===== config.mk =====
export PLATFORM = sky130hd
export DESIGN_NAME = pc_fetch_gen
export DESIGN_NICKNAME = d
export VERILOG_FILES = /design/src/rtl/pc_fetch_gen.sv
export SDC_FILE = /design/constraint.sdc
export NUM_CORES = 1
export LEC_CHECK = 0
export ABC_CLOCK_PERIOD_IN_PS = 2500
export CAP_MARGIN = 30
export CORE_ASPECT_RATIO = 1.5
export CORE_MARGIN = 5
export CORE_UTILIZATION = 39
export DETAILED_ROUTE_END_ITERATION = 8
export GPL_ROUTABILITY_DRIVEN = 1
export GPL_TIMING_DRIVEN = 1
export PLACE_DENSITY = 0.82
export SETUP_SLACK_MARGIN = 0.5
export SLEW_MARGIN = 5
export SYNTH_ARGS = -nofsm -noshare
export SYNTH_HDL_FRONTEND = slang
export SYNTH_SLANG_ARGS = --single-unit

===== constraint.sdc =====
create_clock -name clk -period 2.5 [get_ports clk]
set_clock_uncertainty 0.1 [all_clocks]
set_input_delay 0.5 -clock clk [delete_from_list [all_inputs] [get_ports clk]]
set_output_delay 0.5 -clock clk [all_outputs]
set_load 0.05 [all_outputs]

===== src/rtl/pc_fetch_gen.sv =====
// Fetch-stage PC generator: holds requests until accepted, arbitrates redirects,
// and tags each request with a wrapping epoch.
module pc_fetch_gen #(
  parameter int unsigned      WIDTH   = 32,
  parameter logic [WIDTH-1:0] RST_VEC = '0,
  parameter bit               C_EXT   = 1'b0,
  parameter int unsigned      EPOCH_W = 2
) (
  input  logic               clk,
  input  logic               rst,
  output logic               req_valid,
  input  logic               req_ready,
  output logic [WIDTH-1:0]   req_pc,
  output logic [EPOCH_W-1:0] req_epoch,
  output logic [WIDTH-1:0]   pc_plus4,
  input  logic               halt,
  input  logic               trap_valid,
  input  logic [WIDTH-1:0]   trap_vec,
  input  logic               br_valid,
  input  logic [WIDTH-1:0]   br_target,
  input  logic               pred_valid,
  input  logic [WIDTH-1:0]   pred_target,
  output logic               misalign_err
);

  typedef enum logic [1:0] {
    S_BOOT,
    S_RUN,
    S_HALT
  } state_e;

  localparam logic [WIDTH-1:0] FOUR = WIDTH'(4);

  state_e               state_q, state_d;
  logic [WIDTH-1:0]     pc_q, pc_d;
  logic [EPOCH_W-1:0]   epoch_q, epoch_d;
  logic                 valid_q;
  logic                 mis_q, mis_d;
  logic                 redir;
  logic                 accept;
  logic [WIDTH-1:0]     raw_tgt;
  logic [WIDTH-1:0]     tgt;

  assign redir  = trap_valid | br_valid | pred_valid;
  assign accept = valid_q & req_ready;

  assign req_valid    = valid_q;
  assign req_pc       = pc_q;
  assign req_epoch    = epoch_q;
  assign pc_plus4     = pc_q + FOUR;
  assign misalign_err = mis_q;

  // Trap always wins and is forced word aligned; bit 0 is dropped (JALR).
  always_comb begin
    raw_tgt = pred_target;
    if (trap_valid)    raw_tgt = trap_vec;
    else if (br_valid) raw_tgt = br_target;

    tgt   = {raw_tgt[WIDTH-1:2], 2'b00};
    mis_d = 1'b0;
    if (!trap_valid) begin
      if (C_EXT) tgt = {raw_tgt[WIDTH-1:1], 1'b0};
      else       mis_d = redir & raw_tgt[1];
    end
  end

  always_comb begin
    pc_d    = pc_q;
    epoch_d = epoch_q;
    if (redir) begin
      pc_d    = tgt;
      epoch_d = epoch_q + 1'b1;
    end else if (accept) begin
      pc_d = pc_plus4;
    end
  end

  always_comb begin
    state_d = state_q;
    unique case (state_q)
      S_BOOT: state_d = halt ? S_HALT : S_RUN;
      S_RUN:  if (!redir && accept && halt) state_d = S_HALT;
      S_HALT: if (!halt) state_d = S_RUN;
      default: state_d = S_BOOT;
    endcase
  end

  always_ff @(posedge clk) begin
    if (rst) begin
      state_q <= S_BOOT;
      pc_q    <= RST_VEC;
      epoch_q <= '0;
      valid_q <= 1'b0;
      mis_q   <= 1'b0;
    end else begin
      state_q <= state_d;
      pc_q    <= pc_d;
      epoch_q <= epoch_d;
      valid_q <= (state_d == S_RUN);
      mis_q   <= mis_d;
    end
  end

endmodule


==> flow_metrics.tcl, run 1 <==
set metrics [dict create \
    run_status "complete, but fails checks" \
    violations "negative setup slack" \
    htree_num_levels 2 \
    crit_path_max_fanout 7 \
    met2_usage_pct 60.3 \
    place_congestion 0.857 \
    num_vias 4865 \
    busiest_layer "met2" \
    post_drt_wl_per_cell_um 28.9 \
    critPathLaunchType "flip-flop" \
    multi_input_area_mm2 0.00306 \
    totalWireLength_um 20900 \
    fp.dieW_um 81.4 \
    final-hold-violation-count 0 \
    numCtsBuffers 5 \
    drive_above_1_share_pct 45.1 \
    rsz0062_at_grt "true" \
    power.total_w 0.00250 \
    synth.top_cell.area_share_pct 24.2 \
    clkLatencyLatePin_ns 0.29 \
    n_antenna_cell 0 \
    fillers 241 \
    initial_utilization_pct 39.4 \
    ios 171 \
    required_ns 1.90 \
    synth_ff_type "dfxtp_1" \
    die_y_um 117 \
    ir_worst_vdd_uv 519 \
    period_share_pct 110 \
    relSlewSlack_pct 56.7 \
    powerDensity_mw_per_mm2 358 \
    r2r_start "req_pc[21]" \
    syn_avg_cell_area_um2 7.78 \
    setup_tns_ns -1.47 \
    syn-cell-area_mm2 0.00298 \
    grt_pass1_wl_um 24100 \
    die_area_mm2 0.00953 \
    hp-start "state_q[1]" \
    max_slew.worst_pin.slew_ns 0.643 \
    cp-startpoint "req_pc[6]" \
    synth-seq-cells 36 \
    clk_pin_slew_ns 0.07 \
    grt_usage_pct 33.3 \
    synth_cell_types 54 \
    std_cell_rows 39 \
    post-route-min-period_ns 2.75 \
    cts_buffer_depth 2 \
    synth_largest_area_cell "dfxtp_1" \
    yosys_warnings 0 \
    async_flop_share_pct 0 \
    placed_cells_incl_taps 637 \
    fin_nets 726 \
    use_met3_pct 6.43 \
    max_freq_mhz 364 \
    fin_area_mm2 0.00698 \
    antenna_found_initial 0 \
    grt_pass1_vias 4547 \
    synth_edf_count 0 \
    use_met1_pct 34.0 \
    fin_cells 725 \
    post-place-ws_ns 0.102 \
    synthTopCellsByArea "dfxtp_1, xnor2_1, xor2_1, a22oi_1, nor2_1" \
    dp_hpwl_um 9550 \
    regArea_um2 815 \
    areaGrowthSynthToFinish_pct 134 \
    worst-endpoint-arrival_ns 2.15 \
    first_pass_iters 6 \
    hold_buffers 0 \
    max_cap_viol_count 0 \
    setup_slack_ns -0.245 \
    grt_max_degree 41 \
    placed_area_mm2 0.00571 \
    port_buffers 162 \
    overflow 0 \
    seq_area_frac_synth_pct 24.2 \
    setup_viol 15 \
    route.detailed.drc 0 \
    cts-root-buf "clkbuf_16" \
    antenna_left 0 \
    core_area_mm2 0.00756 \
    via_per_inst 6.71 \
    drv_slew 0 \
    cts_tree "yes" \
    cts_sinks 36 \
    end_kind "primary output" \
    critPathKind "reg -> out" \
    p_leak_nw 2.85 \
    worstHoldPathType "reg -> reg" \
    drtIter0Drc 603 \
    synth_cells 383 \
]
==> registers in the layout, indices dropped and copies added (netlist names) <==
register	flops
req_pc	30
misalign_err	1
req_epoch	2
state_q	2
req_valid	1
==> power breakdown <==
part / switching (W) / leakage, nW / internal (W)
clock: 0.000261 / 0.0645 / 0.000367
combinational: 0.000651 / 2.47 / 0.000516
sequential: 0.0000890 / 0.315 / 0.000613
total: 0.00100 / 2.85 / 0.00150
==> worst max-delay path, cell delays in order (launching register included) <==
cell	delay, ns
dfxtp_4	0.44
nand4_1	0.16
or4_4	0.54
nor2_4	0.21
nand2_2	0.15
xnor2_4	0.18
buf_12	0.16
==> final cells by class <==
| type | instances | area share, % |
|---|---|---|
| clock buffers | 6 | 1.85 |
| clock inverters | 2 | 0.161 |
| inverters | 3 | 0.215 |
| multi-input cells | 308 | 43.8 |
| flip-flops and latches | 36 | 11.7 |
| well taps | 102 | 1.83 |
| repair buffers | 268 | 40.4 |
==> Yosys cell counts (all sizes together), types with 2 or more instances <==
| cell | number |
|---|---|
| nor3 | 10 |
| nand3b | 3 |
| nand2 | 21 |
| nand3 | 17 |
| a211o | 2 |
| o22ai | 14 |
| o31a | 5 |
| a21oi | 25 |
| and4 | 5 |
| clkbuf | 19 |
| nor3b | 2 |
| a221oi | 11 |
| nor2 | 51 |
| nor2b | 2 |
| dfxtp | 36 |
| o21ai | 6 |
| nor4 | 14 |
| xor2 | 25 |
| nand4 | 14 |
| buf | 20 |
| and3 | 3 |
| or4 | 4 |
| nand2b | 2 |
| xnor2 | 26 |
| a22oi | 29 |
| o211ai | 2 |
| inv | 3 |
==> logic make-up after synthesis <==
family / synth area share (%)
other: 0.126
AO/OA/AOI/OAI: 22.5
adder cells (fa/ha/maj): 0.420
XOR/XNOR: 15.0
buffers and inverters: 7.22
flip-flops: 24.2
AND/OR/NAND/NOR: 30.6
==> final timing paths <==
| kind | to | slack (ns) | cells after the start |
|---|---|---|---|
| max | pc_plus4[26] | -0.25 | 6 |
| min | state_q[0] | 0.44 | 1 |
| max reg2reg | req_pc[27] | 0.21 | 8 |
| min reg2reg | state_q[0] | 0.44 | 1 |
==> what timing repair did <==
item                                    in CTS  in global routing
setup buffers                               50                 30
resized for setup                          100                 65
endpoints found under the hold margin        0                  0
endpoints found under the setup margin      71                 60
pin swaps                                   41                 39
==> through the flow <==
stage,hold slack (ns),util (%)
4_1_cts,0.401,85.6
3_3_place_gp,0.365,75.5
2_1_floorplan,0.357,-
6_report,0.442,92.2
5_1_grt,0.470,92.2
3_5_place_dp,0.392,75.5
==> layout by cell type, fill, tap and decap left out, types with 5 or more instances in the layout <==
cell type / count
a21oi_1: 24
a221oi_1: 8
a22oi_1: 29
buf_12: 29
buf_4: 65
buf_6: 37
clkbuf_16: 5
clkdlybuf4s50_1: 96
dfxtp_1: 9
dfxtp_4: 24
dlygate4sd2_1: 29
nand2_1: 9
nand2_4: 6
nand3_4: 12
nand4_1: 11
nor2_1: 40
nor2_4: 11
nor3_1: 6
nor4_2: 5
nor4_4: 7
o22ai_1: 14
o31a_1: 5
xnor2_1: 10
xnor2_4: 15
xor2_1: 11
xor2_4: 10
==> layer usage <==
metal	wire (um)	up-vias	share of wire, %
met5	0	-	0
met3	2250	188	11
met1	6490	2244	31
met4	1820	0	8.7
li1	-	1885	-
met2	10400	548	50
Note: power is estimated with default switching activity, not from simulation.
==> inputs of run 2 (changes only) <==
--- a/config.mk
+++ b/config.mk
@@ -5,7 +5,7 @@
 export SDC_FILE = /design/constraint.sdc
 export NUM_CORES = 1
 export LEC_CHECK = 0
-export ABC_CLOCK_PERIOD_IN_PS = 2500
+export ABC_CLOCK_PERIOD_IN_PS = 2800
 export CAP_MARGIN = 30
 export CORE_ASPECT_RATIO = 1.5
 export CORE_MARGIN = 5
==> constraint.sdc (replaced) <==
create_clock -name clk -period 2.8 [get_ports clk]
set_clock_uncertainty 0.1 [all_clocks]
set_input_delay 0.56 -clock clk [delete_from_list [all_inputs] [get_ports clk]]
set_output_delay 0.56 -clock clk [all_outputs]
set_load 0.05 [all_outputs]
==> flow_metrics.tcl, run 2 (synthesized netlist as in run 1, its figures left out) <==
set metrics [dict create \
    setup_viol 1 \
    totalWireLength_um 17100 \
    ff2ff_path_depth 16 \
    multi_input_area_mm2 0.00289 \
    max_freq_mhz 356 \
    final-hold-violation-count 0 \
    dp_hpwl_um 9600 \
    p_seq_share_pct 29.7 \
    clkLatencyLatePin_ns 0.28 \
    grt_max_degree 60 \
    setup_slack_ns -0.0118 \
    violations "negative setup slack" \
    hold_buffers 0 \
    r2r_slack_ns 0.08 \
    ios 171 \
    switchingPower_w 0.000830 \
    grt_pass1_wl_um 21200 \
    largest_register_ffs 30 \
    ir_worst_vdd_uv 291 \
    required_ns 2.14 \
    final_common_cell "clkdlybuf4s50_1" \
    layout_common_cells "clkdlybuf4s50_1, buf_4, nor2_1" \
    port_buffers 162 \
    post_drt_wl_per_cell_um 24.3 \
    p_leak_nw 2.63 \
    die_area_mm2 0.00953 \
    cts_sinks 36 \
    num_vias 4407 \
    initial_utilization_pct 39.4 \
    fp.dieW_um 81.4 \
    place_congestion 0.849 \
    critPathLaunchType "flip-flop" \
    crit_path_max_fanout 7 \
    worst-endpoint-arrival_ns 2.15 \
    drtIter0Drc 438 \
    cts-root-buf "clkbuf_16" \
    r2r-end "req_pc[11]" \
    hp-start "state_q[1]" \
    post-route-min-period_ns 2.81 \
    overflow 0 \
    clk_pin_slew_ns 0.06 \
    antenna_found_initial 1 \
    placed_area_mm2 0.00548 \
    route.detailed.drc 0 \
    fin_area_mm2 0.00653 \
    max_slew.worst_pin.slew_ns 0.693 \
    critPathKind "reg -> out" \
    relSlewSlack_pct 53.8 \
    run_status "complete, but fails checks" \
    via_per_inst 6.29 \
    pwr-share-comb_pct 44.6 \
    drv_slew 0 \
    first_pass_iters 5 \
    period_share_pct 100 \
    holdPathStages 1 \
    core_area_mm2 0.00756 \
    hold_end "state_q[0]" \
    worstHoldPathType "reg -> reg" \
    cts_tree "yes" \
    fin_nets 702 \
    std_cell_rows 39 \
    n_antenna_cell 0 \
    antenna_left 0 \
    r2r_start "req_pc[2]" \
    powerDensity_mw_per_mm2 330 \
    grt_usage_pct 28.9 \
    rsz0062_at_grt "true" \
    drive_above_1_share_pct 38.4 \
    grt_pass1_vias 4158 \
    setup_tns_ns -0.0118 \
    htree_num_levels 2 \
    numCtsBuffers 5 \
    die_y_um 117 \
    max_cap_viol_count 0 \
    clkPwrFrac_pct 25.7 \
    post-place-ws_ns 0.212 \
    regArea_um2 813 \
    p_sw_share_pct 38.6 \
    p_int_w 0.00132 \
    cp-startpoint "req_pc[11]" \
    end_kind "primary output" \
    fillers 362 \
    cts_buffer_depth 2 \
    areaGrowthSynthToFinish_pct 119 \
]
-- run 2: per-layer routing --
metal	track usage (%)	part of all wire, %	up-vias
li1	-	-	1840
met1	29.8	32	2086
met2	54.6	51	375
met3	5.74	9.2	104
met4	13.9	7.2	2
met5	0	0.11	-
-- run 2: worst max path at each step --
stage | to | slack (ns) | cells after the start
3_3_place_gp | pc_plus4[30] | 0.26 | 6
3_5_place_dp | req_pc[30] | 0.21 | 6
2_1_floorplan | pc_plus4[30] | 0.25 | 6
5_1_grt | pc_plus4[20] | -0.09 | 9
4_1_cts | pc_plus4[30] | 0.05 | 6
6_report | pc_plus4[30] | -0.01 | 6
-- run 2: critical path: stages (launching register included) --
cell	delay, ns
dfxtp_4	0.44
nand4_4	0.16
or4_4	0.56
nor2_4	0.22
nand3_4	0.13
xnor2_4	0.21
buf_12	0.16
-- run 2: stage by stage --
step	hold slack (ns)	util (%)	cells	power [W]
3_5_place_dp	0.390	72.4	626	0.00149
3_3_place_gp	0.366	72.4	626	0.00148
2_1_floorplan	0.357	-	386	0.00112
6_report	0.418	86.3	701	0.00215
5_1_grt	0.437	86.3	701	0.00221
4_1_cts	0.398	80.3	674	0.00206
-- run 2: area by class of cell --
cell class	instances	share of cell area, %
multi-input combinational	308	44.3
timing repair buffer	244	39.0
sequential	36	12.5
clock buffer	7	2.03
tap	102	1.96
inverter	3	0.173
clock inverter	1	0.0767
-- run 2: timing repair --
| action | in CTS | in global routing |
|---|---|---|
| resized for setup | 43 | 50 |
| endpoints found under the setup margin | 30 | 31 |
| setup buffers | 40 | 27 |
| pin swaps | 27 | 38 |
-- run 2: power by group through the flow --
| stage | clock [W] | combinational (W) | sequential (W) |
|---|---|---|---|
| after floorplan | 0 | 0.000375 | 0.000746 |
| after global placement | 0 | 0.000825 | 0.000654 |
| after detailed placement | 0 | 0.000836 | 0.000657 |
| after CTS | 0.000547 | 0.000874 | 0.000637 |
| after global routing | 0.000576 | 0.000991 | 0.000645 |
| final | 0.000553 | 0.000959 | 0.000640 |
==> inputs of run 3 (changes only) <==
--- a/config.mk
+++ b/config.mk
@@ -5,15 +5,17 @@
 export SDC_FILE = /design/constraint.sdc
 export NUM_CORES = 1
 export LEC_CHECK = 0
-export ABC_CLOCK_PERIOD_IN_PS = 2800
+export ABC_CLOCK_PERIOD_IN_PS = 3010
 export CAP_MARGIN = 30
+export CELL_PAD_IN_SITES_DETAIL_PLACEMENT = 0
+export CELL_PAD_IN_SITES_GLOBAL_PLACEMENT = 1
 export CORE_ASPECT_RATIO = 1.5
-export CORE_MARGIN = 5
-export CORE_UTILIZATION = 39
+export CORE_MARGIN = 2
+export CORE_UTILIZATION = 26
 export DETAILED_ROUTE_END_ITERATION = 8
 export GPL_ROUTABILITY_DRIVEN = 1
 export GPL_TIMING_DRIVEN = 1
-export PLACE_DENSITY = 0.82
+export PLACE_DENSITY_LB_ADDON = 0.1
 export SETUP_SLACK_MARGIN = 0.5
 export SLEW_MARGIN = 5
 export SYNTH_ARGS = -nofsm -noshare
==> constraint.sdc (replaced) <==
create_clock -name clk -period 3.01 [get_ports clk]
set_clock_uncertainty 0.1 [all_clocks]
set_input_delay 0.602 -clock clk [delete_from_list [all_inputs] [get_ports clk]]
set_output_delay 0.602 -clock clk [all_outputs]
set_load 0.05 [all_outputs]
==> flow_metrics.tcl, run 3 (synthesized netlist as in run 1, its figures left out) <==
set metrics [dict create \
    port_buffers 162 \
    required_ns 2.31 \
    max_slew.worst_pin.slew_ns 0.627 \
    p_seq_share_pct 29.9 \
    powerDensity_mw_per_mm2 311 \
    max_cap_viol_count 0 \
    multi_input_area_mm2 0.00271 \
    pwr-share-comb_pct 42.8 \
    drive_above_1_share_pct 36.0 \
    fp.dieW_um 91.4 \
    switchingPower_w 0.000709 \
    rsz0062_at_grt "true" \
    antenna_found_initial 0 \
    clkLatencyLatePin_ns 0.28 \
    whs_ns 0.392 \
    layout_common_cells "clkdlybuf4s50_1, buf_4, nor2_1" \
    grt_pass1_wl_um 19600 \
    numCtsBuffers 5 \
    fillers 991 \
    crit_chain "ha_4 > nand4_1 > or4_4 > nor2_4 > nand3_4 > xnor2_4 > buf_12" \
    setup_viol 0 \
    regArea_um2 805 \
    critPathKind "reg -> out" \
    std_cell_rows 47 \
    first_pass_iters 4 \
    die_y_um 135 \
    fin_nets 692 \
    totalWireLength_um 12900 \
    cts-root-buf "clkbuf_16" \
    critPathLaunchType "flip-flop" \
    grt_usage_pct 20.3 \
    setup_tns_ns 0 \
    worstHoldPathType "reg -> reg" \
    clk_pin_slew_ns 0.05 \
    n_antenna_cell 0 \
    die_area_mm2 0.0124 \
    clkPwrFrac_pct 27.3 \
    via_per_inst 5.12 \
    power.total_w 0.00194 \
    hold_buffers 0 \
    final-hold-violation-count 0 \
    grt_pass1_vias 3785 \
    dp_hpwl_um 9470 \
    r2r_start "req_pc[2]" \
    route.detailed.drc 0 \
    ir_worst_vdd_uv 219 \
    slowest_delay_ns 0.50 \
    core_area_mm2 0.0111 \
    overflow 0 \
    fin_util_pct 56.1 \
    max_freq_mhz 358 \
    initial_utilization_pct 26.8 \
    r2r-end "req_pc[11]" \
    htree_num_levels 2 \
    p_sw_share_pct 36.5 \
    num_vias 3767 \
    drv_slew 0 \
    grt_max_degree 61 \
    ios 171 \
    cts_tree "yes" \
    crit_path_max_fanout 3 \
    final_common_cell "clkdlybuf4s50_1" \
    drtIter0Drc 187 \
    worst-endpoint-arrival_ns 2.09 \
    place_congestion 0.772 \
    holdPathStages 1 \
    end_kind "primary output" \
    run_status "finished, final reports clean" \
    p_leak_nw 2.49 \
    post_drt_wl_per_cell_um 17.6 \
    ff2ff_path_depth 14 \
    slowest_stage "or4_4" \
    r2r_slack_ns 0.58 \
    largest_register_ffs 30 \
    relSlewSlack_pct 58.2 \
    cts_sinks 36 \
    p_int_w 0.00123 \
    post-route-min-period_ns 2.80 \
    cts_buffer_depth 2 \
    areaGrowthSynthToFinish_pct 109 \
    hp-start "state_q[1]" \
    hold_end "state_q[0]" \
    antenna_left 0 \
    period_share_pct 92.9 \
]
run 3: cell types whose count changed in the layout (fill, tap and decap cells not counted), moves of 3 or more:
| cell | before | now |
|---|---|---|
| xnor2_4 | 13 | 10 |
| buf_4 | 60 | 65 |
| dfxtp_4 | 23 | 20 |
| buf_6 | 28 | 12 |
| xor2_2 | 2 | 6 |
| clkdlybuf4s50_1 | 126 | 130 |
| dlymetal6s2s_1 | 5 | 2 |
| xor2_4 | 10 | 4 |
run 3: power by group through the flow:
stage / logic [W] / clock network, W / registers [W]
final: 0.000830 / 0.000530 / 0.000580
after global routing: 0.000872 / 0.000563 / 0.000587
after CTS: 0.000823 / 0.000539 / 0.000581
after detailed placement: 0.000761 / 0 / 0.000611
after global placement: 0.000757 / 0 / 0.000609
after floorplan: 0.000335 / 0 / 0.000691
run 3: worst max-delay path: cells and delay by family (launching register included):
kind	cells	cell delay, ns
AND/OR/NAND/NOR	4	0.95
flip-flops	1	0.36
XOR/XNOR	1	0.18
buffers and inverters	1	0.15
adder cells (fa/ha/maj)	1	0.14
run 3: metrics by stage:
stage | instance area [um2] | std cells | setup WS [ns]
CTS | 6060 | 726 | 0.196
detailed placement | 5330 | 670 | 0.356
global placement | 5330 | 670 | 0.365
finish | 6240 | 736 | 0.214
global route | 6240 | 736 | 0.151
floorplan | 3450 | 386 | 0.340
run 3: what timing repair did:
| action | in CTS | in global routing |
|---|---|---|
| buffers inserted | 48 | 10 |
| endpoints found under the setup margin | 24 | 25 |
| cloned | 0 | 0 |
| pin swaps | 35 | 23 |
| gates resized for setup | 54 | 20 |
run 3: how the worst max path moves through the flow:
stage / slack [ns] / endpoint / from
2_1_floorplan: 0.34 / pc_plus4[30] / req_pc[3]
3_3_place_gp: 0.37 / pc_plus4[30] / req_pc[2]
3_5_place_dp: 0.36 / pc_plus4[30] / req_pc[2]
4_1_cts: 0.20 / pc_plus4[30] / req_pc[5]
5_1_grt: 0.15 / pc_plus4[30] / req_pc[5]
6_report: 0.21 / pc_plus4[30] / req_pc[2]
run 3: layout make-up:
type | instances | area share (%)
Multi-Input combinational cell | 308 | 43.4
Clock inverter | 1 | 0.0602
Timing Repair Buffer | 234 | 38.2
Clock buffer | 7 | 2.29
Inverter | 3 | 0.181
Tap cell | 147 | 2.95
Sequential cell | 36 | 12.9
run 3: per-layer routing:
layer / global-route usage [%] / vias to the layer above / part of all wire (%)
li1: - / 1819 / -
met1: 22.5 / 1827 / 38
met2: 38.8 / 101 / 56
met3: 3.17 / 20 / 4.1
met4: 6.73 / 0 / 2.0
met5: 0 / - / 0
